<file path="src/rtl/uart_rx_monitor.sv">
// Purpose: recover 8N1 (8E1 with UART_MON_PARITY_EN) bytes from a UART line into a byte FIFO with flags.
// Latency: 2-cycle sync + mid-bit sampling; byte visible on m_valid one cycle after the stop-bit sample.
// Backpressure: m_valid/m_ready drains the FIFO; when full a received byte is dropped and overflow is set.

// Byte FIFO with a registered head: m_data holds the last byte when empty, pointers carry an extra MSB.
module uart_rx_mon_fifo #(
  parameter int DEPTH = 16
) (
  input  logic                     clk,
  input  logic                     rst,
  input  logic                     push_vld,
  input  logic [7:0]               push_dat,
  output logic                     push_acc,
  output logic                     push_drop,
  input  logic                     pop_rdy,
  output logic                     head_vld,
  output logic [7:0]               head_dat,
  output logic [$clog2(DEPTH):0]   level
);
  localparam int AW = $clog2(DEPTH);
  localparam logic [AW:0] FULL_LVL = (AW+1)'(DEPTH);

  logic [AW:0] wr_q, wr_d, rd_q, rd_d, lvl_d;
  logic [7:0]  mem_q [DEPTH];
  logic [7:0]  head_q, head_d;
  logic        pop;
  logic        full;

  assign level    = wr_q - rd_q;
  assign full     = (level == FULL_LVL);
  assign head_vld = (level != '0);
  assign head_dat = head_q;
  assign pop      = head_vld & pop_rdy;
  // A full FIFO still takes a byte if the head leaves in the same cycle.
  assign push_acc  = push_vld & (~full | pop);
  assign push_drop = push_vld & full & ~pop;

  // Next pointers and next head byte; bypass the pushed byte when it becomes the new head.
  always_comb begin
    wr_d   = wr_q + {{AW{1'b0}}, push_acc};
    rd_d   = rd_q + {{AW{1'b0}}, pop};
    lvl_d  = wr_d - rd_d;
    head_d = head_q;
    if (lvl_d != '0) begin
      if (push_acc && (rd_d == wr_q)) begin
        head_d = push_dat;
      end else begin
        head_d = mem_q[rd_d[AW-1:0]];
      end
    end
  end

  // Storage array; contents need no reset because the pointers define validity.
  always_ff @(posedge clk) begin
    if (push_acc) begin
      mem_q[wr_q[AW-1:0]] <= push_dat;
    end
  end

  // Pointer and head register update.
  always_ff @(posedge clk or posedge rst) begin
    if (rst) begin
      wr_q   <= '0;
      rd_q   <= '0;
      head_q <= 8'h00;
    end else begin
      wr_q   <= wr_d;
      rd_q   <= rd_d;
      head_q <= head_d;
    end
  end
endmodule

// Top: synchroniser, bit-recovery FSM, FIFO, counters and flags.
module uart_rx_monitor #(
  parameter int DEPTH = 16,
  parameter int CNT_W = 32
) (
  input  logic                     clk,
  input  logic                     rst,
  input  logic [15:0]              baud_div,
  input  logic                     rx,
  output logic                     m_valid,
  input  logic                     m_ready,
  output logic [7:0]               m_data,
  output logic                     line_done,
  output logic                     frame_err,
  output logic                     parity_err,
  output logic                     overflow,
  input  logic                     clr_overflow,
  output logic                     busy,
  output logic [$clog2(DEPTH):0]   level,
  output logic [CNT_W-1:0]         byte_cnt
);
  localparam logic [2:0] ST_IDLE   = 3'd0;
  localparam logic [2:0] ST_START  = 3'd1;
  localparam logic [2:0] ST_DATA   = 3'd2;
  localparam logic [2:0] ST_STOP   = 3'd3;
  localparam logic [2:0] ST_BREAK  = 3'd4;
`ifdef UART_MON_PARITY_EN
  localparam logic [2:0] ST_PARITY = 3'd5;
`endif

  logic             rx_meta_q, rx_sync_q;
  logic [2:0]       state_q, state_d;
  logic [15:0]      cnt_q, cnt_d;
  logic [15:0]      div_q, div_d;
  logic [7:0]       shift_q, shift_d;
  logic [2:0]       idx_q, idx_d;
  logic             fire;
  logic             push_vld;
  logic             push_acc;
  logic             push_drop;
  logic             frame_err_c;
  logic             overflow_q, overflow_d;
  logic [CNT_W-1:0] byte_cnt_q;
`ifdef UART_MON_PARITY_EN
  logic             par_bad_q, par_bad_d;
  logic             par_err_c;
`endif

  // Two-flop synchroniser, preset to the idle-high line level.
  always_ff @(posedge clk or posedge rst) begin
    if (rst) begin
      rx_meta_q <= 1'b1;
      rx_sync_q <= 1'b1;
    end else begin
      rx_meta_q <= rx;
      rx_sync_q <= rx_meta_q;
    end
  end

  // The sample point is reached when the down-counter sits at 1: a load of N samples N cycles later.
  assign fire = (cnt_q == 16'd1);

  // Bit-recovery FSM next state; the divisor is latched at the start bit so later changes wait a frame.
  always_comb begin
    state_d     = state_q;
    cnt_d       = cnt_q;
    div_d       = div_q;
    shift_d     = shift_q;
    idx_d       = idx_q;
    push_vld    = 1'b0;
    frame_err_c = 1'b0;
`ifdef UART_MON_PARITY_EN
    par_bad_d   = par_bad_q;
    par_err_c   = 1'b0;
`endif
    case (state_q)
      ST_IDLE: begin
        if (!rx_sync_q) begin
          div_d   = baud_div;
          cnt_d   = baud_div >> 1;
          state_d = ST_START;
        end
      end
      ST_START: begin
        if (fire) begin
          if (!rx_sync_q) begin
            cnt_d   = div_q;
            idx_d   = 3'd0;
            state_d = ST_DATA;
`ifdef UART_MON_PARITY_EN
            par_bad_d = 1'b0;
`endif
          end else begin
            // Line went back high before mid start bit: treat as a glitch.
            state_d = ST_IDLE;
          end
        end else begin
          cnt_d = cnt_q - 16'd1;
        end
      end
      ST_DATA: begin
        if (fire) begin
          shift_d = {rx_sync_q, shift_q[7:1]};
          cnt_d   = div_q;
          idx_d   = idx_q + 3'd1;
          if (idx_q == 3'd7) begin
`ifdef UART_MON_PARITY_EN
            state_d = ST_PARITY;
`else
            state_d = ST_STOP;
`endif
          end
        end else begin
          cnt_d = cnt_q - 16'd1;
        end
      end
`ifdef UART_MON_PARITY_EN
      ST_PARITY: begin
        if (fire) begin
          // Even parity: the parity bit equals the XOR of the data bits.
          par_bad_d = rx_sync_q ^ (^shift_q);
          par_err_c = rx_sync_q ^ (^shift_q);
          cnt_d     = div_q;
          state_d   = ST_STOP;
        end else begin
          cnt_d = cnt_q - 16'd1;
        end
      end
`endif
      ST_STOP: begin
        if (fire) begin
          if (rx_sync_q) begin
`ifdef UART_MON_PARITY_EN
            push_vld = ~par_bad_q;
`else
            push_vld = 1'b1;
`endif
            state_d  = ST_IDLE;
          end else begin
            frame_err_c = 1'b1;
            // All-zero data plus a low stop bit means the line is held low (break).
            state_d     = (shift_q == 8'h00) ? ST_BREAK : ST_IDLE;
          end
        end else begin
          cnt_d = cnt_q - 16'd1;
        end
      end
      ST_BREAK: begin
        if (rx_sync_q) begin
          state_d = ST_IDLE;
        end
      end
      default: begin
        state_d = ST_IDLE;
      end
    endcase
  end

  // FSM and datapath registers.
  always_ff @(posedge clk or posedge rst) begin
    if (rst) begin
      state_q <= ST_IDLE;
      cnt_q   <= 16'd0;
      div_q   <= 16'd0;
      shift_q <= 8'h00;
      idx_q   <= 3'd0;
`ifdef UART_MON_PARITY_EN
      par_bad_q <= 1'b0;
`endif
    end else begin
      state_q <= state_d;
      cnt_q   <= cnt_d;
      div_q   <= div_d;
      shift_q <= shift_d;
      idx_q   <= idx_d;
`ifdef UART_MON_PARITY_EN
      par_bad_q <= par_bad_d;
`endif
    end
  end

  uart_rx_mon_fifo #(
    .DEPTH(DEPTH)
  ) u_fifo (
    .clk       (clk),
    .rst       (rst),
    .push_vld  (push_vld),
    .push_dat  (shift_q),
    .push_acc  (push_acc),
    .push_drop (push_drop),
    .pop_rdy   (m_ready),
    .head_vld  (m_valid),
    .head_dat  (m_data),
    .level     (level)
  );

  // A fresh drop wins over a simultaneous clear so no overflow event is lost.
  assign overflow_d = (overflow_q & ~clr_overflow) | push_drop;

  // Sticky overflow flag and accepted-byte counter.
  always_ff @(posedge clk or posedge rst) begin
    if (rst) begin
      overflow_q <= 1'b0;
      byte_cnt_q <= '0;
    end else begin
      overflow_q <= overflow_d;
      if (push_acc) begin
        byte_cnt_q <= byte_cnt_q + {{(CNT_W-1){1'b0}}, 1'b1};
      end
    end
  end

  assign overflow  = overflow_q;
  assign byte_cnt  = byte_cnt_q;
  assign busy      = (state_q != ST_IDLE);
  assign frame_err = frame_err_c;
  assign line_done = push_acc & (shift_q == 8'h0A);
`ifdef UART_MON_PARITY_EN
  assign parity_err = par_err_c;
`else
  assign parity_err = 1'b0;
`endif
endmodule
</file>
<file path="config.mk">
export PLATFORM = sky130hd
export DESIGN_NAME = uart_rx_monitor
export DESIGN_NICKNAME = d
export VERILOG_FILES = /design/src/rtl/uart_rx_monitor.sv
export SDC_FILE = /design/constraint.sdc
export NUM_CORES = 1
export LEC_CHECK = 0
export ABC_AREA = 1
export BUFFER_PORTS_ARGS = -buffer_cell sky130_fd_sc_hd__clkbuf_2
export CORE_UTILIZATION = 66
export DETAILED_ROUTE_END_ITERATION = 8
export PLACE_DENSITY = 0.86
export SYNTH_ARGS = -nofsm -noshare
export SYNTH_HDL_FRONTEND = slang
export SYNTH_SLANG_ARGS = --single-unit
</file>
<file path="constraint.sdc">
create_clock -name clk -period 7 [get_ports clk]
set_input_delay 0.7 -clock clk [delete_from_list [all_inputs] [get_ports clk]]
set_output_delay 0.7 -clock clk [all_outputs]
set_load 0.01 [all_outputs]
</file>
[Word-level counts from Yosys, hierarchy flattened]
Memory sizes are Yosys's and may differ from the RTL's.
Cells that the tools add are included.
Word-level totals
  flip-flop bits (word level): 99
  bits in writable memories: 128
  input port bits: 21
  output and inout port bits: 51
  memories kept: 1
Memory list
  u_fifo.mem_q: words 16, bits a word 8, read ports 1, clocked after Yosys merged registers in 0, write ports 1, line 24  | logic [7:0] mem_q [DEPTH];
Operators by class
  $add $sub $neg: 7
  equality and inequality tests: 18
  mux-type cells: 29
  bitwise gates (word level): 12
  reductions and logical operators: 13
Operators by type and width (count)
  $mux 16: 5
  $pmux 16 s4: 1
  $mux 3: 11
  $add 32x1->32 const B: 1
  $eq 16x1->1 const B: 1
  $ne 2x2->1 const B: 8
  $sub 16x1->16 const B: 1
  $pmux 3 s5: 1
  $add 5x1->5: 2
  $reduce_bool 5->1: 2
  $sub 5x5->5: 2
  $eq 8x4->1 const B: 1
  $logic_not 8->1: 1
  $mux 1: 8
  $mux 8: 1
  $reduce_and 4->1: 2
  $and 1x1->1: 6
  $eq 3x2->1 const B: 2
  $eq 3x3->1 const B: 2
  $pmux 3 s2: 1
  $reduce_and 6->1: 1
  $eq 5x5->1: 1
  $eq 5x5->1 const B: 1
  $not 1->1: 4
  other kinds (11): 13

[Logic depth before layout (Yosys ltp)]
Gate-level depths: netlist of the first run.
  depth after elaboration: 8
  depth in mapped cells: 25

[By module]
From an unflattened synthesis of the first run, not the netlist that was laid out.
Second synthesis, totals
  cells, all modules: 1268
  area total of the unflattened synthesis: 11260.8 sq um
By module, submodules not included
  uart_rx_mon_fifo: times used 1, cells each 655, area an instance 6652.6 sq um, seq. area each 4294.1 sq um
  uart_rx_monitor: times used 1, cells each 613, area an instance 4608.2 sq um, seq. area each 2029.4 sq um

[Least setup slack after synthesis of the first run]
OpenSTA, ideal clock, no wires.
  path kind: reg2reg
  from: register u_fifo.wr_q[0]
  to: register u_fifo.head_q[0] (netlist: u_fifo.head_dat[0])
  data arrival time: 3.807 ns
  data required time: 6.883 ns
  slack: 3.076 ns
  stages on the path, launching flop included: 22
  clock period less this slack: 3.924 ns
  cells stage by stage: dfrtp_1 -> inv_1 -> ha_1 -> fa_1 -> xnor2_1 -> nor2_1 -> inv_1 -> nor2_1 -> a21oi_1 -> ha_1 -> ha_1 -> buf_2 -> inv_2 -> clkbuf_1 -> ha_1 -> a21o_1 -> a31oi_1 -> nor2_1 -> nor2_4 -> nand2_2 -> nand2_1 -> nand2_1
Between the ends
  elaborated cells between the ends (all ways): 15
RTL lines
  start, declared: line 23  | logic [AW:0] wr_q, wr_d, rd_q, rd_d, lvl_d;
  start signal, assigned: line 67  | wr_q <= wr_d;
  $sub 5x5->5 (*): line 29  | assign level = wr_q - rd_q;
  via level[2]: line 92  | output logic [$clog2(DEPTH):0] level,
  $reduce_bool 5->1 (*): line 31  | assign head_vld = (level != '0);
  $and 1x1->1 (*): line 33  | assign pop = head_vld & pop_rdy;
  $add 5x1->5 (*): line 41  | rd_d = rd_q + {{AW{1'b0}}, pop};
  via u_fifo.rd_d[1]: line 23
  parallel branches: the longest is 3 deep, another holds $sub 5x5->5
  end signal, assigned: line 65  | head_q <= 8'h00;
  end signal, assigned: line 69  | head_q <= head_d;
  end, declared: line 25  | logic [7:0] head_q, head_d;
Mark *: on every way through the listed nets, which the timed path passes.
A chain may end at the register's enable or synchronous reset.

[Worst setup path in the final report of the first run]
  from: register u_fifo.wr_q[0]
  to: register u_fifo.head_q[4] (netlist: u_fifo.head_dat[4])
Between the ends
  elaborated cells between the ends (all ways): 15
RTL lines (line)
  $sub 5x5->5 (*): 29
  $reduce_bool 5->1 (*): 31
  $and 1x1->1 (*): 33
  $add 5x1->5 (*): 41
  via u_fifo.rd_d[1]: 23
  parallel branches: the longest is 3 deep, another holds $sub 5x5->5
Marked as above.

==> results of run 1 <==
-- cell usage after synthesis, types with 9 or more instances --
master    count
nand2_1     343
xor2_1       32
a31oi_1      14
nor2_2       11
nor2_1       97
inv_1        67
dfrtp_1      97
xnor2_1      13
a21oi_1      16
mux2_2       15
o21ai_0      23
nor3_1       12
ha_1         17
clkbuf_1     11
a22oi_1       9
buf_2        19
nand4_1      16
edfxtp_1    128
inv_2        10
nand3_1     169
-- metrics by stage --
stage	area (um^2)	hold slack (ns)	utilization, %	total power (W)	setup slack (ns)
global placement	11440	0.3463	71.26	0.003395	2.647
finish	12180	0.2687	75.84	0.004665	2.379
floorplan	10970	0.3452	-	0.003016	3.076
CTS	12180	0.2631	75.84	0.004652	2.421
detailed placement	11440	0.3548	71.26	0.003459	2.444
global route	12180	0.2603	75.84	0.004973	2.015
-- worst min-delay path by stage --
stage,slack (ns),depth (start not counted),start,end
5_1_grt,0.26,1,rx,rx_meta_q
3_5_place_dp,0.35,0,rx_meta_q,rx_sync_q
2_1_floorplan,0.35,0,rx_meta_q,rx_sync_q
6_report,0.27,2,rst,state_q[1]
4_1_cts,0.26,1,rx,rx_meta_q
3_3_place_gp,0.35,0,rx_meta_q,rx_sync_q
-- cell families after synthesis --
family	after synthesis	synth area share, %
other cells	1	0.03418
mux	15	1.539
fa+ha+maj	18	2.121
compound gates	66	3.467
xor+xnor	45	3.592
simple gates	679	27.22
buf+inv	116	4.390
flops	227	57.63
-- per-layer routing --
layer / part of all wire, % / track usage, %
met4: 3.3 / 10.89
met5: 0 / 0
met2: 47 / 47.49
met3: 7.2 / 3.909
met1: 43 / 42.39
-- registers in the layout, summed over array words and instances, names as in the netlist --
register / flops
u_fifo.wr_q: 5
u_fifo.rd_q: 5
idx_q: 3
state_q: 3
div_q: 16
rx_sync_q: 1
u_fifo.mem_q: 128
u_fifo.head_dat: 8
shift_q: 8
rx_meta_q: 1
overflow: 1
cnt_q: 16
byte_cnt: 32
-- where the power goes --
group	switching [W]	internal, W
clock	0.000497	0.000697
sequential	0.000120	0.00155
combinational	0.00121	0.000591
-- worst max-delay path, stage by stage, from the launching register on --
cell and delay, ns:
dfrtp_1 0.42, inv_1 0.12, ha_1 0.23, fa_1 0.51
nand2_1 0.06, nor2_1 0.16, inv_1 0.06, nor2_1 0.18
a21oi_1 0.11, ha_2 0.20, ha_1 0.27, buf_4 0.26
inv_2 0.51, ha_1 0.38, a21o_1 0.21, a31oi_1 0.18
nor2_1 0.11, nor2_4 0.22, nand2_2 0.16, nand2_1 0.11
nand2_1 0.05
-- layout make-up --
cell class	count	area [um^2]
timing repair buffer	75	387.9
inverter	77	291.5
fill	1089	3880
clock inverter	14	125.1
sequential	227	6324
clock buffer	27	610.6
multi-input combinational	824	4169
tap	216	270.3
==> results_dict.tcl, run 1 <==
set metrics [dict create \
    cts_root_buf "clkbuf_16" \
    critPathMaxFanout 35 \
    die_x_um 130.9 \
    maxCapViolCount 0 \
    initial_core_util_pct 68.33 \
    fin_setup_tns_ns 0 \
    slew_violations 0 \
    reg2regPathDepth 20 \
    pin_count 72 \
    r2r-end "u_fifo.head_dat[4]" \
    antenna_found_initial 0 \
    yosysWarnings 0 \
    skew_ns 0.008949 \
    cts_max_level 1 \
    finalHoldViolations 0 \
    maxSlewHeadroom_pct 45.95 \
    cts_resized 0 \
    crit_arrival_ns 5.02 \
    via_per_inst 5.784 \
    first_iter_violations 929 \
    rows 46 \
    avgSynthCellArea_um2 9.402 \
    die_area_um2 17140 \
    overflow 0 \
    clock_sinks 227 \
    die_h_um 130.9 \
    vdd_drop_max_uv 469.6 \
    ys_seq_area_share_pct 57.63 \
    outcome "finished clean" \
    synth_ff_type "edfxtp_1" \
    period_needed_ns 4.621 \
    worstSetupStartpoint "u_fifo.wr_q[0]" \
    finalWirelength_mm 24.49 \
    fmax_mhz 216.4 \
    finalNonFillerCells 1460 \
    yosysTopAreaCellShare_pct 35.03 \
    synth_edf_count 128 \
    synth_cells 1167 \
    core-area_um2 16060 \
    endpoint_kind "flip-flop" \
    timing.reg2reg.setup_slack_ns 2.38 \
    cp.required_ns 7.40 \
    ant_nets 0 \
    drive_above_1_share_pct 13.42 \
    cts_buffers 23 \
    crit_type "flip-flop to flip-flop" \
    post-route-period-util_pct 66.02 \
    ys_seq_elements 227 \
    rr_startpoint "u_fifo.wr_q[0]" \
    antenna_cells 0 \
    setup_viol_count_final 0 \
    layout_commonest_cell "nand2_1" \
    grt_pass1_vias 7884 \
    place_inst 1419 \
    post_drt_wl_per_cell_um 16.77 \
    syn_area_um2 10970 \
    tightest_slew_ns 0.8107 \
    cts_hold_buf 0 \
    drtPass1Iterations 5 \
    hold_path.class "primary input to asynchronous set/reset pin" \
    synth.area.top_cells "edfxtp_1, dfrtp_1, nand2_1" \
    insertion_delay_ns 0.51 \
    rsz0062_at_grt "false" \
    synth.distinct_cells 39 \
    gp_congestion 0.9309 \
    cts_setup_buffers 0 \
    p_leak_nw 5.388 \
    async_reset_ff_share_pct 43.61 \
    final_net_count 1267 \
    dp_hpwl_mm 16.28 \
    ctsLongestPathBuffers 3 \
    io_buffers 70 \
    grt_max_degree 66 \
    clk_pin_slew_ns 0.06 \
    power_density_nw_per_um2 383.0 \
    grt_util_all_layers_pct 29.82 \
    grt_pass1_wl_mm 39.24 \
    area_growth_pct 10.99 \
    cts_tree "yes" \
    worstSetupStartpointType "flip-flop" \
    drcViolationCount 0 \
    layout_common_cells "nand2_1, nand3_1, edfxtp_1" \
    syn_nets 1206 \
    critPathCapture "u_fifo.head_dat[4]" \
    yosysTopAreaCell "edfxtp_1" \
    vias 8445 \
]
No activity file was read; power rests on OpenSTA's default activity.
==> run 2, diff against run 1 <==
CORE_UTILIZATION = 55   (was 66)
PLACE_DENSITY = 0.76   (was 0.86)
clock period = 4.25 ns   (was 7 ns; I/O delays follow)
==> run 2 against run 1 <==
- global-route usage shrank 3.7 points
- clock skew rose by 0.0038 ns
- largest power group unchanged
- via count down 0.81%
- final cell count grew 4.2%
- worst hold slack got worse by 0.18 ns
==> results_dict.tcl, run 2 (synthesis gave the netlist of run 1 again) <==
set metrics [dict create \
    worstSetupStartpointType "flip-flop" \
    p_leak_nw 5.445 \
    slew_violations 0 \
    critPathMaxFanout 9 \
    post-route-period-util_pct 93.64 \
    pin_count 72 \
    antenna_cells 0 \
    drive_above_1_share_pct 14.17 \
    insertion_delay_ns 0.52 \
    fin_ws_ns 0.2701 \
    layout_commonest_cell "nand2_1" \
    overflow 0 \
    period_needed_ns 3.980 \
    ctsLongestPathBuffers 3 \
    rows 51 \
    antenna_found_initial 0 \
    die_area_um2 20520 \
    rsz0062_at_grt "false" \
    crit_arrival_ns 4.38 \
    clock_sinks 227 \
    fin_hold_ws_ns 0.08527 \
    cts_root_buf "clkbuf_16" \
    cp.required_ns 4.65 \
    crit_type "flip-flop to flip-flop" \
    endpoint_kind "flip-flop" \
    power_density_nw_per_um2 635.7 \
    grt_util_all_layers_pct 26.15 \
    fin_setup_tns_ns 0 \
    die_h_um 143.2 \
    area_growth_pct 12.62 \
    ant_nets 0 \
    post_drt_wl_per_cell_um 16.64 \
    finalHoldViolations 0 \
    maxSlewHeadroom_pct 41.13 \
    gp_congestion 0.8876 \
    cts_buffers 24 \
    drcViolationCount 0 \
    clk_pin_slew_ns 0.06 \
    vdd_drop_max_uv 434.5 \
    setup_viol_count_final 0 \
    skew_ns 0.01278 \
    vias 8377 \
    core-area_um2 19530 \
    layout_common_cells "nand2_1, nand3_1, edfxtp_1" \
    outcome "finished clean" \
    largest_reg_flops 128 \
    via_per_inst 5.508 \
    initial_core_util_pct 56.19 \
    grt_max_degree 72 \
    hold_path.class "primary input to asynchronous set/reset pin" \
    final_net_count 1277 \
    maxCapViolCount 0 \
    io_buffers 70 \
    drtPass1Iterations 5 \
    finalWirelength_mm 25.31 \
    cts_tree "yes" \
    place_ws_ns 0.3655 \
    grt_pass1_vias 8081 \
    dp_hpwl_mm 16.61 \
    tightest_slew_ns 0.8797 \
    fmax_mhz 251.3 \
    grt_pass1_wl_mm 41.43 \
    first_iter_violations 686 \
    die_x_um 143.2 \
    cts_max_level 1 \
]
[run 2: metal layers]
metal | track usage, % | part of all wire, % | vias to the layer above
li1 | - | - | 4054
met1 | 35.66 | 43 | 3953
met2 | 42.34 | 47 | 317
met3 | 3.991 | 6.6 | 53
met4 | 10.13 | 3.1 | 0
met5 | 0 | 0 | -
[run 2: repair_timing]
item / CTS / global route
hold endpoints to repair: 1 / 0
gates resized for setup: 0 / 2
endpoints found under the setup margin: 0 / 8
buffers inserted: 0 / 2
hold buffers: 1 / 0
[run 2: final timing paths]
path	start	end	slack, ns	cells after the start
worst max register to register	u_fifo.wr_q[0]	u_fifo.head_dat[6]	0.27	21
max in group asynchronous	rst	u_fifo.head_dat[0]	3.23	3
min in group clk	clr_overflow	overflow	0.09	2
worst min-delay path	rst	byte_cnt[0]	0.09	2
worst min register to register	rx_meta_q	rx_sync_q	0.36	0
worst max-delay path	u_fifo.wr_q[0]	u_fifo.head_dat[6]	0.27	21
[run 2: worst max-delay path, cell delays in order, from the launching register on]
cell and delay [ns]:
dfrtp_1 0.42, inv_1 0.11, ha_1 0.22, fa_1 0.40, xnor2_1 0.16, nor2_1 0.15, inv_1 0.05, nor2_1 0.18
nand2_1 0.14, nand2_2 0.09, inv_2 0.04, ha_1 0.20, ha_1 0.28, xor2_2 0.21, ha_1 0.21, a21o_1 0.17
a31oi_1 0.18, nor2_1 0.11, nor2_4 0.21, nand2_2 0.15, nand2_1 0.12, nand2_1 0.06
[run 2: through the flow]
step	util, %	total power (W)	cells	cell area (um^2)
floorplan	-	0.004980	1167	10970
global placement	59.21	0.005744	1474	11560
detailed placement	59.21	0.005826	1474	11560
CTS	63.15	0.007850	1519	12330
global route	63.28	0.008396	1521	12360
finish	63.28	0.007855	1521	12360
[run 2: report_power, final]
group / internal (W) / switching [W]
Clock: 0.00116 / 0.000851
Sequential: 0.00256 / 0.000208
Combinational: 0.00105 / 0.00203
Total: 0.00477 / 0.00309
[run 2: final cells by class]
class | count | area [um^2]
Fill cell | 1596 | 7169
Sequential cell | 227 | 6324
Multi-Input combinational cell | 824 | 4177
Clock buffer | 32 | 661.9
Timing Repair Buffer | 84 | 474.2
Tap cell | 265 | 331.6
Inverter | 77 | 291.5
Clock inverter | 12 | 97.59
